File: src/rtl/adder_rr_arbiter_if.sv
// Request/result bundle between the convolution partial-sum producers, the
// shared saturating adder and the accumulation stage.
interface adder_rr_arbiter_if #(
  parameter int data_width = 17,
  parameter int num_req    = 4,
  parameter int id_width   = $clog2(num_req)
);
  logic [num_req-1:0]            req_valid;
  logic [num_req-1:0]            req_ready;
  logic [num_req*data_width-1:0] req_data_1;
  logic [num_req*data_width-1:0] req_data_2;
  logic                          res_valid;
  logic                          res_ready;
  logic [data_width-1:0]         res_sum;
  logic [id_width-1:0]           res_id;
  logic                          res_sat;

  // slave: the arbiter itself; master: the producers and consumer around it.
  modport slave (
    input  req_valid, req_data_1, req_data_2, res_ready,
    output req_ready, res_valid, res_sum, res_id, res_sat
  );

  modport master (
    output req_valid, req_data_1, req_data_2, res_ready,
    input  req_ready, res_valid, res_sum, res_id, res_sat
  );
endinterface

File: src/rtl/adder_rr_arbiter.sv
// Round-robin scheduler sharing one saturating signed adder among num_req
// requesters; results are returned tagged with the owning requester index.
module adder_rr_arbiter #(
  parameter int data_width = 17,
  parameter int num_req    = 4,
  parameter int id_width   = $clog2(num_req)
) (
  input logic               clock,
  input logic               reset,
  adder_rr_arbiter_if.slave bus
);

  typedef enum logic [1:0] {IDLE, ADD, OUT} state_e;

  localparam int                    iw1       = id_width + 1;
  localparam logic [id_width:0]     num_req_w = iw1'(num_req);
  localparam logic [id_width-1:0]   last_rst  = id_width'(num_req - 1);
  localparam logic [data_width-1:0] sat_max   = {1'b0, {(data_width-1){1'b1}}};
  localparam logic [data_width-1:0] sat_min   = {1'b1, {(data_width-1){1'b0}}};

  state_e                state_q, state_d;
  logic [data_width-1:0] a_q, a_d, b_q, b_d;
  logic [data_width-1:0] sum_q, sum_d;
  logic [id_width-1:0]   grant_q, grant_d, last_q, last_d, id_q, id_d;
  logic                  sat_q, sat_d;

  logic                  win_found;
  logic [id_width-1:0]   win_id;
  logic [data_width-1:0] a_sel, b_sel;
  logic [num_req-1:0]    grant_oh;
  logic [data_width-1:0] sm;
  logic                  ovf, und;

  // Search starts one past the last grant so the previous winner ranks lowest.
  always_comb begin : pick
    logic [id_width:0] idx;
    // NOTE: every combinational output gets a default first so no path leaves it unassigned (no latch).
    win_found = 1'b0;
    win_id    = last_q;
    idx       = '0;
    for (int k = 1; k <= num_req; k++) begin
      idx = {1'b0, last_q} + iw1'(k);
      if (idx >= num_req_w) idx = idx - num_req_w;
      if (!win_found && bus.req_valid[idx[id_width-1:0]]) begin
        win_found = 1'b1;
        win_id    = idx[id_width-1:0];
      end
    end
  end

  always_comb begin : operand_mux
    a_sel = '0;
    b_sel = '0;
    for (int i = 0; i < num_req; i++) begin
      if (win_id == id_width'(i)) begin
        a_sel = bus.req_data_1[i*data_width +: data_width];
        b_sel = bus.req_data_2[i*data_width +: data_width];
      end
    end
  end

  // Overflow is only possible when both operands share a sign the sum lacks.
  assign sm  = a_q + b_q;
  assign ovf = ~a_q[data_width-1] & ~b_q[data_width-1] &  sm[data_width-1];
  assign und =  a_q[data_width-1] &  b_q[data_width-1] & ~sm[data_width-1];

  always_comb begin : fsm_next
    state_d  = state_q;
    a_d      = a_q;
    b_d      = b_q;
    grant_d  = grant_q;
    last_d   = last_q;
    sum_d    = sum_q;
    id_d     = id_q;
    sat_d    = sat_q;
    grant_oh = '0;
    unique case (state_q)
      IDLE: begin
        // Reset wins over a same-cycle grant, so no handshake is offered.
        if (win_found && !reset) begin
          grant_oh[win_id] = 1'b1;
          a_d              = a_sel;
          b_d              = b_sel;
          grant_d          = win_id;
          last_d           = win_id;
          state_d          = ADD;
        end
      end
      ADD: begin
        id_d    = grant_q;
        state_d = OUT;
        if (ovf) begin
          sum_d = sat_max;
          sat_d = 1'b1;
        end else if (und) begin
          sum_d = sat_min;
          sat_d = 1'b1;
        end else begin
          sum_d = sm;
          sat_d = 1'b0;
        end
      end
      OUT: begin
        if (bus.res_ready) state_d = IDLE;
      end
      default: state_d = IDLE;
    endcase
  end

  always_ff @(posedge clock) begin
    // NOTE: sequential state uses non-blocking assignments so all registers update from pre-edge values.
    if (reset) begin
      state_q <= IDLE;
      a_q     <= '0;
      b_q     <= '0;
      grant_q <= '0;
      last_q  <= last_rst;
      sum_q   <= '0;
      id_q    <= '0;
      sat_q   <= 1'b0;
    end else begin
      state_q <= state_d;
      a_q     <= a_d;
      b_q     <= b_d;
      grant_q <= grant_d;
      last_q  <= last_d;
      sum_q   <= sum_d;
      id_q    <= id_d;
      sat_q   <= sat_d;
    end
  end

  assign bus.req_ready = grant_oh;
  assign bus.res_valid = (state_q == OUT);
  assign bus.res_sum   = sum_q;
  assign bus.res_id    = id_q;
  assign bus.res_sat   = sat_q;

endmodule

File: src/flat_wrapper.sv
// flat-port wrapper written by rule: the top's interface ports become plain ports
module adder_rr_arbiter_flat 
#(
  parameter int data_width = 17,
  parameter int num_req    = 4,
  parameter int id_width   = $clog2(num_req)
)
  (clock, reset, bus_req_valid, bus_req_data_1, bus_req_data_2, bus_res_ready, bus_req_ready, bus_res_valid, bus_res_sum, bus_res_id, bus_res_sat);
  adder_rr_arbiter_if #(.data_width(data_width), .num_req(num_req), .id_width(id_width)) bus_i ();
  input logic clock;
  input logic reset;
  input wire logic [$bits(bus_i.req_valid)-1:0] bus_req_valid;
  input wire logic [$bits(bus_i.req_data_1)-1:0] bus_req_data_1;
  input wire logic [$bits(bus_i.req_data_2)-1:0] bus_req_data_2;
  input wire logic [$bits(bus_i.res_ready)-1:0] bus_res_ready;
  output wire logic [$bits(bus_i.req_ready)-1:0] bus_req_ready;
  output wire logic [$bits(bus_i.res_valid)-1:0] bus_res_valid;
  output wire logic [$bits(bus_i.res_sum)-1:0] bus_res_sum;
  output wire logic [$bits(bus_i.res_id)-1:0] bus_res_id;
  output wire logic [$bits(bus_i.res_sat)-1:0] bus_res_sat;
  assign bus_i.req_valid = bus_req_valid;
  assign bus_i.req_data_1 = bus_req_data_1;
  assign bus_i.req_data_2 = bus_req_data_2;
  assign bus_i.res_ready = bus_res_ready;
  assign bus_req_ready = bus_i.req_ready;
  assign bus_res_valid = bus_i.res_valid;
  assign bus_res_sum = bus_i.res_sum;
  assign bus_res_id = bus_i.res_id;
  assign bus_res_sat = bus_i.res_sat;
  adder_rr_arbiter #(.data_width(data_width), .num_req(num_req), .id_width(id_width)) u_core (.clock(clock), .reset(reset), .bus(bus_i));
endmodule
File: config.mk
export PLATFORM = sky130hd
export DESIGN_NAME = adder_rr_arbiter_flat
export DESIGN_NICKNAME = d
export VERILOG_FILES = /design/src/rtl/adder_rr_arbiter_if.sv /design/src/rtl/adder_rr_arbiter.sv /design/src/flat_wrapper.sv
export SDC_FILE = /design/constraint.sdc
export NUM_CORES = 1
export LEC_CHECK = 0
export ABC_AREA = 1
export CORE_UTILIZATION = 48
export CTS_CLUSTER_SIZE = 30
export DETAILED_ROUTE_END_ITERATION = 10
export HOLD_SLACK_MARGIN = 0.1
export PLACE_DENSITY = 0.89
export SYNTH_ARGS = -nofsm -noshare
export SYNTH_HDL_FRONTEND = slang
export SYNTH_SLANG_ARGS = --single-unit
File: constraint.sdc
create_clock -name clock -period 5.7 [get_ports clock]
set_input_delay 1.14 -clock clock [delete_from_list [all_inputs] [get_ports clock]]
set_output_delay 1.14 -clock clock [all_outputs]
set_load 0.1 [all_outputs]
**After elaboration in Yosys (flattened, before gate mapping)**

Index checks and enable logic that the tools add are counted.

- Reductions and logical operators: 13
- $add $sub $neg: 9
- Multiplexer cells: 39
- Equal/unequal tests: 7
- $lt $le $gt $ge: 10
- Bitwise gates (word level): 7

Operators with widths:

| cell | number |
|---|---|
| 17-bit 2-to-1 mux | 10 |
| 2-bit 2-to-1 mux | 10 |
| 17-bit adder | 1 |
| 2-bit by 3-bit less-than comparator with 1-bit output (second input constant) | 5 |
| 3-bit >= comparator (second input constant) | 4 |
| 1-bit 2-to-1 mux | 11 |
| 1-bit binary-select mux with 2-bit select | 4 |
| 4-bit 2-to-1 mux | 2 |
| 2-bit by 1-bit subtractor with 2-bit output (second input constant) | 4 |
| 2-bit by 2-bit adder with 3-bit output (second input constant) | 2 |
| 2-bit == test (second input constant) | 3 |
| 2-bit case mux with 3 select lines | 1 |
| 1-bit logical AND | 5 |
| 1-bit bitwise AND | 4 |
| 2-bit by 1-bit == test with 1-bit output (second input constant) | 2 |
| 1-bit logical NOT | 4 |
| 2-bit logical NOT | 2 |
| 2-bit AND reduction | 2 |
| 2-bit by 1-bit adder with 3-bit output (second input constant) | 1 |
| 2-bit by 3-bit adder with 3-bit output (second input constant) | 1 |
| 1-bit inverter | 3 |
| 1-bit demux with 2-bit select | 1 |
| 2-bit by 1-bit >= comparator with 1-bit output (second input constant) | 1 |
| 2-bit by 1-bit inequality test with 1-bit output (second input constant) | 1 |
| 2-bit inequality test (second input constant) | 1 |

- Input bits: 143
- Logic and storage cells: 93
- Register bits: 60
- Output and inout bits: 25

**Logic depth before layout (Yosys ltp)**

Gate-level depths: netlist of run 1.

- Depth in word-level cells: 21
- Mapped depth: 18
- Depth with buffers taken out: 18

**Worst setup path before layout of run 1**

Ideal clock, no wire load.

- Path type: input to output
- From: input port bus_req_valid[0]
- To: output port bus_req_ready[2]
- Arrival time: 3.307 ns
- Cell stages on the path: 12
- Path buffers: 1
- Required time: 4.560 ns
- Setup slack: 1.253 ns
- Cell sequence: nand2_1 > nand2_2 > nand2_2 > nand2_4 > inv_2 > nand3_2 > nand3_2 > nand2_4 > buf_6 > inv_1 > nand2_1 > nor2_1

- Word-level cells in the longest chain between the ends: 18
- Elaborated cells on any way between the ends: 30
- Those cells by class: 2 x order compare; 20 x mux; 8 x reduce/logical

RTL lines:

| what | line | RTL |
|---|---|---|
| start: declaration | flat_wrapper.sv:12 | `input wire logic [$bits(bus_i.req_valid)-1:0] bus_req_valid;` |
| 1-bit binary-select mux with 2-bit select | adder_rr_arbiter.sv:44 | `if (!win_found && bus.req_valid[idx[id_width-1:0]]) begin` |
| 1-bit 2-to-1 mux (not written as such) | adder_rr_arbiter.sv:44 |  |
| 1-bit 2-to-1 mux | adder_rr_arbiter.sv:44 |  |
| 1-bit logical NOT | adder_rr_arbiter.sv:44 |  |
| 1-bit logical AND | adder_rr_arbiter.sv:44 |  |
| 1-bit 2-to-1 mux | adder_rr_arbiter.sv:44 |  |
| 1-bit logical NOT | adder_rr_arbiter.sv:44 |  |
| 1-bit logical AND | adder_rr_arbiter.sv:44 |  |
| (+2 left out) | - |  |
| 1-bit logical AND | adder_rr_arbiter.sv:44 |  |
| 2-bit 2-to-1 mux | adder_rr_arbiter.sv:44 |  |
| 2-bit by 3-bit less-than comparator with 1-bit output (not written as such) / 2-bit by 1-bit >= comparator with 1-bit output (equally long branches) | adder_rr_arbiter.sv:81 | `grant_oh[win_id] = 1'b1;` |
| 1-bit logical AND (not written as such) | adder_rr_arbiter.sv:81 |  |
| 1-bit 2-to-1 mux (not written as such) | adder_rr_arbiter.sv:81 |  |
| 1-bit demux with 2-bit select | - |  |
| 4-bit 2-to-1 mux * | adder_rr_arbiter.sv:80 | `if (win_found && !reset) begin` |
| 4-bit 2-to-1 mux * | adder_rr_arbiter.sv:77 | `unique case (state_q)` |
| end: declaration | flat_wrapper.sv:16 | `output wire logic [$bits(bus_i.req_ready)-1:0] bus_req_ready;` |

Every way passes the cells marked *; elsewhere a longest branch is shown, timed or not. The select of a mux whose other input is x is not followed.

**Final worst setup path of run 1**

- From: input port bus_req_valid[2]
- To: output port bus_req_ready[3]

Same word-level chain as after synthesis.

==> results of run 1 <==
[critical path: cells and delay by family]
kind | cells | cell delay (ns)
buffers and inverters | 3 | 0.87
and+or+nand+nor | 9 | 1.08
[per-stage QoR]
stage          hold WS, ns  setup WS [ns]  power [mW]
6_report            0.4633          1.457       4.107
5_1_grt             0.4862          1.260       4.470
4_1_cts             0.4635          1.473       4.099
3_5_place_dp        0.4531          1.478       3.730
3_3_place_gp        0.4521          1.557       3.654
2_1_floorplan       0.4413          1.253       3.198
[sequential cells by signal, indices dropped and copies added, names as in the netlist]
register	flops
u_core.bus.res_sat	1
u_core.state_q	2
u_core.a_q	17
u_core.b_q	17
u_core.bus.res_sum	17
u_core.bus.res_id	2
u_core.grant_q	2
u_core.last_q	2
[worst max path at each step]
stage	startpoint	to	slack [ns]	depth (start not counted)
after global routing	bus_req_valid[1]	bus_req_ready[3]	1.26	14
final	bus_req_valid[2]	bus_req_ready[3]	1.46	12
after floorplan	bus_req_valid[0]	bus_req_ready[2]	1.25	12
after global placement	bus_req_valid[2]	bus_req_ready[1]	1.56	12
after CTS	bus_req_valid[2]	bus_req_ready[3]	1.47	14
after detailed placement	bus_req_valid[2]	bus_req_ready[3]	1.48	14
[cells by family after synthesis]
group           Yosys count
compound gates          123
simple gates            395
fa+ha+maj                19
flops                    60
buf+inv                  66
xor+xnor                  9
[cells in the final DEF, fill, tap and decap left out, types with 3 or more instances in the layout]
master / synthesis / layout
sky130_fd_sc_hd__buf_4: 2 / 4
sky130_fd_sc_hd__clkbuf_1: 8 / 3
sky130_fd_sc_hd__ha_1: 18 / 18
sky130_fd_sc_hd__clkbuf_8: 0 / 12
sky130_fd_sc_hd__o21ai_0: 51 / 51
sky130_fd_sc_hd__xnor2_1: 3 / 3
sky130_fd_sc_hd__nand2_4: 4 / 4
sky130_fd_sc_hd__inv_1: 29 / 29
sky130_fd_sc_hd__nand3_1: 56 / 56
sky130_fd_sc_hd__o21ai_1: 12 / 12
sky130_fd_sc_hd__nand2_2: 10 / 10
sky130_fd_sc_hd__a21o_1: 3 / 3
sky130_fd_sc_hd__a21oi_1: 50 / 50
sky130_fd_sc_hd__clkdlybuf4s50_1: 0 / 163
sky130_fd_sc_hd__xor2_1: 6 / 6
sky130_fd_sc_hd__o211ai_1: 5 / 5
sky130_fd_sc_hd__nand2_1: 235 / 235
sky130_fd_sc_hd__inv_2: 3 / 3
sky130_fd_sc_hd__dfxtp_1: 60 / 60
sky130_fd_sc_hd__or2_2: 5 / 5
sky130_fd_sc_hd__inv_4: 4 / 4
sky130_fd_sc_hd__nor2_1: 76 / 76
[cell type report]
class	count	area (µm²)	share of cell area (%)
multi-input combinational	546	2648	44.07
timing repair buffer	169	1702	28.32
sequential	60	1201	19.99
clock buffer	15	176.4	2.936
inverter	36	145.1	2.416
tap	105	131.4	2.187
clock inverter	1	5.005	0.08330
[report_power, final]
group / internal [mW] / switching, mW / leakage (nW) / total [mW]
registers: 0.614 / 0.131 / 0.495 / 0.745
clock network: 0.193 / 0.162 / 0.0937 / 0.355
logic: 0.919 / 2.09 / 2.11 / 3.01
[routing by layer]
layer	wire, µm	part of all wire, %
met2	5939	49
met5	0	0
met1	5297	43
met4	227	1.9
met3	716	5.9
==> summary.log, run 1 <==
qor: layout.final_nets 984
qor: yosys.synth_compound_gate_area_share 15.27%
qor: layout.final-instance-count-excl-fill 932
qor: yosys.yosysSeqAreaShare 28.63%
qor: layout.areaGrowthSynthToFinish 43.21%
qor: layout.final_design_instance_area_without_fill 0.006008 mm²
qor: clock_network.tritoncts_clock_tree built
qor: placement.place.gp.congestion 0.9460
qor: worst_setup_path.crit_fanout 12
qor: yosys.yosys-mux-area-fraction 0%
qor: sta.max-slew-margin-rel 35.21%
qor: clock_network.cts_sink_count 60
qor: grt.global_route.usage.total 27.77%
qor: worst_hold_path.hold_depth 2
qor: yosys.main_combinational_cell_family_by_area_after_synthesis simple AND/OR/NAND/NOR gates
qor: sta.layout_min_cycle_time 4.243 ns
qor: worst_setup_path.timing.critical_path.arrival 3.10 ns
qor: yosys.netlist_top_cells_count sky130_fd_sc_hd__nand2_1, sky130_fd_sc_hd__nor2_1, sky130_fd_sc_hd__dfxtp_1, sky130_fd_sc_hd__nand3_1, sky130_fd_sc_hd__o21ai_0
qor: clock_network.clk_latency 0.35 ns
qor: yosys.synth_largest_type_area_fraction 28.63%
qor: yosys.postSynthRegisterBits 60
qor: worst_hold_path.hold_path_end u_core.grant_q[0]
qor: pwr.max-vdd-ir-drop 0.0004865 V
qor: yosys.async_reset_ff_share 0%
qor: yosys.netlist_instances 672
qor: routing.vias_per_cell 5.233
qor: yosys.synth-adder-area-share 5.846%
qor: routing.wl_per_cell 13.07 µm
qor: clock_network.post-cts-setup-buffer-count 0
qor: floorplanning.top_level_ports 168
qor: sta.final-max-slew-violation-count 0
qor: floorplanning.std_cell_rows 33
qor: yosys.synth_ff_type sky130_fd_sc_hd__dfxtp_1
qor: grt.globalRoute.busiestLayer met2
qor: yosys.synth_edf_count 0
qor: sta.timing.final.crit_share 74.44%
qor: grt.antenna_found_initial 0
qor: worst_setup_path.rr_startpoint u_core.b_q[0]
qor: routing.routed_wirelength 12.18 mm
qor: clock_network.post_cts.resized_instances 0
qor: grt.grt_util_met3 4.944%
qor: grt.grt_start_max_net_pins 65
qor: yosys.syn_nets 834
qor: clock_network.cts_hold_repair.buffers 0
qor: sta.setup_repair_after_global_routing_missed_its_margin no
qor: placement.detailed_place_hpwl 9.579 mm
qor: yosys.synth.top_cells.by_area sky130_fd_sc_hd__dfxtp_1, sky130_fd_sc_hd__nand2_1, sky130_fd_sc_hd__nor2_1
qor: placement.numPortBuffers 167
qor: grt.gr-usage-met1 35.25%
qor: pwr.power.leakage 2.698 nW
qor: floorplanning.initial_utilization 50.30%
qor: worst_setup_path.critical_path_s_most_frequent_cell sky130_fd_sc_hd__nand2_1
qor: sta.hold_violations 0
qor: layout.antennaDiodeCount 0
qor: worst_setup_path.timing.critical_path.slowest_stage_cell sky130_fd_sc_hd__clkdlybuf4s50_1
qor: worst_setup_path.cp.required 4.56 ns
qor: worst_setup_path.reg2reg_slack 2.96 ns
qor: pwr.pwr_cell_area 683.6 mW/mm²
qor: grt.grt_overflow_total 0
qor: run.maxCapViolations 0
qor: routing.route.detailed.drc 0
qor: floorplanning.fp.dieH 95.49 µm
qor: worst_setup_path.max_stage_delay 0.53 ns
qor: yosys.yosys_warnings 0
qor: grt.grt_util_met2 47.56%
qor: sta.worst_pin_slew 0.9689 ns
qor: grt.grt_pass1_wl 19.91 mm
qor: layout.fillerInstances 705
qor: yosys.synth-xor-area-share 1.879%
qor: worst_setup_path.regToRegEndpoint u_core.bus.res_sum[16]
qor: sta.maxClockFrequency 235.7 MHz
qor: floorplanning.core_area 0.008341 mm²
qor: yosys.netlist.top_cell.by_area sky130_fd_sc_hd__dfxtp_1
qor: layout.layout.core_utilization 72.04%
qor: yosys.synth_simple_gate_area_share 40.11%
qor: layout.layout-drive-gt1-share 6.167%
qor: clock_network.tritoncts.num_buffers 9
qor: routing.route.vias.total 4,877
qor: yosys.syn_area_per_cell 6.243 µm²
qor: yosys.post_synthesis_instance_area 0.004195 mm²
qor: worst_hold_path.hp-start u_core.grant_q[0]
qor: worst_setup_path.worstPathCellList clkdlybuf4s50_1 > nand2_1 > nand2_1 > nand2_2 > nand2_4 > nor2_4 > nand3_1 > nand2_4 > inv_1 > nand2_1 > nor2_1 > buf_12
qor: clock_network.cts_root_buffer sky130_fd_sc_hd__clkbuf_8
qor: placement.placement.cell_area 0.005827 mm²
qor: yosys.leading_cell_type_by_number_of_instances_after_synthesis sky130_fd_sc_hd__nand2_1
qor: clock_network.cts.reportedPaths.clkPinSlew 0.07 ns
qor: worst_setup_path.setup.worst_path.end_class output port
qor: worst_hold_path.hp-class reg -> reg
qor: sta.finalSetupViolations 0
qor: run_status.outcome complete, no violations
qor: worst_setup_path.worstSetupPathType in -> out
qor: sta.final.setup_skew 0.006877 ns
qor: clock_network.cts-root-to-sink-buffers 2
qor: floorplanning.floorplan.die_area 0.009118 mm²
qor: grt.grt_pass1_vias 4,442
qor: yosys.netlist_cell_types 32
qor: routing.initial_detailed_routing_violation_count 252
qor: routing.postRouteAntennaNets 0
qor: sta.tns 0 ns
qor: floorplanning.dieWidth 95.49 µm
qor: routing.detail_route.first_pass.iterations 6
qor: placement.dpl.cell_count 916
qor: clock_network.cts_htree_levels 3
qor: worst_setup_path.cp-start-kind input port
qor: worst_setup_path.reg2reg_depth 16
Power figures use the tool's default switching activity.
==> run 2: changes to the inputs <==
CORE_UTILIZATION = 40   (was 48)
PLACE_DENSITY = 0.79   (was 0.89)
clock period = 3.66 ns   (was 5.7 ns; I/O delays follow)
==> summary.log, run 2 (synthesized netlist as in run 1, its figures left out) <==
qor: floorplanning.fp.dieH 104.4 µm [was 95.49 µm]
qor: clock_network.cts_htree_levels 3 [unchanged]
qor: sta.maxClockFrequency 289.0 MHz
qor: pwr.max-vdd-ir-drop 0.0005812 V [was 0.0004865 V]
qor: clock_network.tritoncts_clock_tree built [unchanged]
qor: clock_network.cts-root-to-sink-buffers 2 [unchanged]
qor: floorplanning.dieWidth 104.4 µm [was 95.49 µm]
qor: sta.layout_min_cycle_time 3.460 ns
qor: run.maxCapViolations 0 [unchanged]
qor: sta.finalSetupViolations 0 [unchanged]
qor: worst_setup_path.crit_fanout 15 [was 12]
qor: sta.max-slew-margin-rel 35.16% [was 35.21%]
qor: sta.hold_violations 0 [unchanged]
qor: worst_setup_path.setup.worst_path.end_class output port [unchanged]
qor: routing.wl_per_cell 12.87 µm [was 13.07 µm]
qor: placement.place.gp.congestion 0.8753 [was 0.9460]
qor: placement.post-place-ws 0.2526 ns [was 1.478 ns]
qor: clock_network.post-cts-setup-buffer-count 0 [unchanged]
qor: placement.detailed_place_hpwl 9.674 mm [was 9.579 mm]
qor: run_status.outcome finished with violations [was complete, no violations]
qor: sta.final-max-slew-violation-count 0 [unchanged]
qor: layout.layout.core_utilization 59.28% [was 72.04%]
qor: grt.antenna_found_initial 0 [unchanged]
qor: worst_hold_path.hp-class reg -> reg [unchanged]
qor: floorplanning.initial_utilization 41.01% [was 50.30%]
qor: worst_setup_path.max_stage_delay 0.50 ns [was 0.53 ns]
qor: clock_network.cts_root_buffer sky130_fd_sc_hd__clkbuf_8 [unchanged]
qor: worst_setup_path.critical_path_s_most_frequent_cell sky130_fd_sc_hd__nand2_1 [unchanged]
qor: sta.post-route-worst-setup-slack 0.2002 ns [was 1.457 ns]
qor: routing.vias_per_cell 5.036 [was 5.233]
qor: floorplanning.std_cell_rows 37 [was 33]
qor: grt.grt_start_max_net_pins 65 [unchanged]
qor: pwr.pwr_cell_area 1056 mW/mm² [was 683.6 mW/mm²]
qor: clock_network.tritoncts.num_buffers 9 [unchanged]
qor: grt.grt_overflow_total 0 [unchanged]
qor: floorplanning.floorplan.die_area 0.01090 mm² [was 0.009118 mm²]
qor: layout.most_frequent_cells_in_the_layout sky130_fd_sc_hd__nand2_1, sky130_fd_sc_hd__clkdlybuf4s50_1, sky130_fd_sc_hd__nor2_1, sky130_fd_sc_hd__dfxtp_1, sky130_fd_sc_hd__nand3_1 [unchanged]
qor: layout.layout-drive-gt1-share 6.409% [was 6.167%]
qor: sta.worst_pin_slew 0.9695 ns [was 0.9689 ns]
qor: layout.final_nets 985 [was 984]
qor: layout.antennaDiodeCount 0 [unchanged]
qor: floorplanning.top_level_ports 168 [unchanged]
qor: worst_setup_path.cp.required 2.93 ns [was 4.56 ns]
qor: floorplanning.core_area 0.01023 mm² [was 0.008341 mm²]
qor: routing.route.detailed.drc 1 [was 0]
qor: placement.numPortBuffers 167 [unchanged]
qor: clock_network.clk_latency 0.34 ns [was 0.35 ns]
qor: clock_network.post_cts.resized_instances 0 [unchanged]
qor: worst_setup_path.timing.critical_path.slowest_stage_cell sky130_fd_sc_hd__clkdlybuf4s50_1 [unchanged]
qor: routing.routed_wirelength 12.40 mm [was 12.18 mm]
qor: run_status.failed_checks DRC
qor: sta.setup_repair_after_global_routing_missed_its_margin no [unchanged]
qor: worst_setup_path.worstPathCellList clkdlybuf4s50_1 > nand2_1 > nand2_2 > nand2_1 > nand2_1 > nand3_2 > nand2_2 > nand2_4 > inv_4 > nand2_4 > nor2_1 > buf_12 [was clkdlybuf4s50_1 > nand2_1 > nand2_1 > nand2_2 > nand2_4 > nor2_4 > nand3_1 > nand2_4 > inv_1 > nand2_1 > nor2_1 > buf_12]
qor: pwr.power.leakage 2.706 nW [was 2.698 nW]
qor: worst_setup_path.crit_start bus_req_valid[0] [was bus_req_valid[2]]
qor: routing.detail_route.first_pass.iterations 8 [was 6]
qor: sta.final.setup_skew 0.009294 ns [was 0.006877 ns]
qor: grt.grt_pass1_vias 4,451 [was 4,442]
qor: worst_setup_path.rr_startpoint u_core.b_q[0] [unchanged]
qor: layout.layout_commonest_cell sky130_fd_sc_hd__nand2_1 [unchanged]
qor: clock_network.cts.reportedPaths.clkPinSlew 0.06 ns [was 0.07 ns]
qor: layout.fillerInstances 958 [was 705]
qor: worst_setup_path.cp-start-kind input port [unchanged]
qor: grt.global_route.usage.total 22.43% [was 27.77%]
qor: layout.areaGrowthSynthToFinish 44.56% [was 43.21%]
qor: grt.grt_pass1_wl 20.07 mm [was 19.91 mm]
qor: worst_setup_path.worstSetupPathType in -> out [unchanged]
qor: sta.tns 0 ns [unchanged]
qor: sta.timing.final.crit_share 94.53%
qor: clock_network.cts_hold_repair.buffers 0 [unchanged]
qor: routing.route.vias.total 4,850 [was 4,877]
qor: routing.initial_detailed_routing_violation_count 300 [was 252]
qor: routing.postRouteAntennaNets 0 [unchanged]
qor: worst_setup_path.timing.critical_path.arrival 2.73 ns [was 3.10 ns]
qor: worst_hold_path.hp-start u_core.bus.res_sum[1] [was u_core.grant_q[0]]
qor: clock_network.cts_sink_count 60 [unchanged]
## run 2: cell count changes in the layout (fill, tap and decap cells not counted)
cell	previous run	this run
sky130_fd_sc_hd__clkbuf_8	12	11
sky130_fd_sc_hd__clkbuf_1	3	2
sky130_fd_sc_hd__buf_12	2	4
sky130_fd_sc_hd__clkdlybuf4s50_1	163	162
sky130_fd_sc_hd__clkinv_2	1	2
## run 2: power breakdown
group | switching (mW) | total [mW] | leakage, nW | internal, mW
Sequential | 0.215 | 1.17 | 0.495 | 0.957
Combinational | 3.25 | 4.71 | 2.12 | 1.46
Clock | 0.246 | 0.523 | 0.0893 | 0.277
Total | 3.71 | 6.41 | 2.71 | 2.69
## run 2: per-stage QoR
| stage | area [µm²] | power [mW] | instances | hold WS [ns] |
|---|---|---|---|---|
| after floorplan | 4195 | 4.980 | 672 | 0.4413 |
| after global placement | 5896 | 5.751 | 948 | 0.4590 |
| after CTS | 6065 | 6.408 | 963 | 0.4712 |
| after global routing | 6065 | 6.937 | 963 | 0.4854 |
| after detailed placement | 5896 | 5.866 | 948 | 0.4618 |
| final | 6065 | 6.406 | 963 | 0.4691 |
## run 2: final timing paths
path	cells after the start	endpoint	slack, ns
setup / recovery	12	bus_req_ready[0]	0.20
hold reg to reg	2	u_core.bus.res_sum[1]	0.47
setup reg to reg	16	u_core.bus.res_sum[16]	0.85
hold / removal	2	u_core.bus.res_sum[1]	0.47
## run 2: worst max-delay path: cells and delay by family
family	cells	cell delay (ns)
simple gates	9	1.08
buf+inv	3	0.90
## run 2: area by class of cell
class | count | area [µm²] | area share, %
Inverter | 36 | 145.1 | 2.393
Sequential cell | 60 | 1201 | 19.81
Clock inverter | 2 | 10.01 | 0.1651
Clock buffer | 13 | 158.9 | 2.620
Tap cell | 136 | 170.2 | 2.806
Timing Repair Buffer | 170 | 1732 | 28.55
Multi-Input combinational cell | 546 | 2648 | 43.66
## run 2: routing by layer
layer / vias up / track usage [%] / share of wire, %
li1: 2481 / - / -
met1: 2159 / 28.03 / 45
met2: 194 / 39.59 / 48
met3: 16 / 4.323 / 6.5
met4: 0 / 4.898 / 1.0
met5: - / 0 / 0
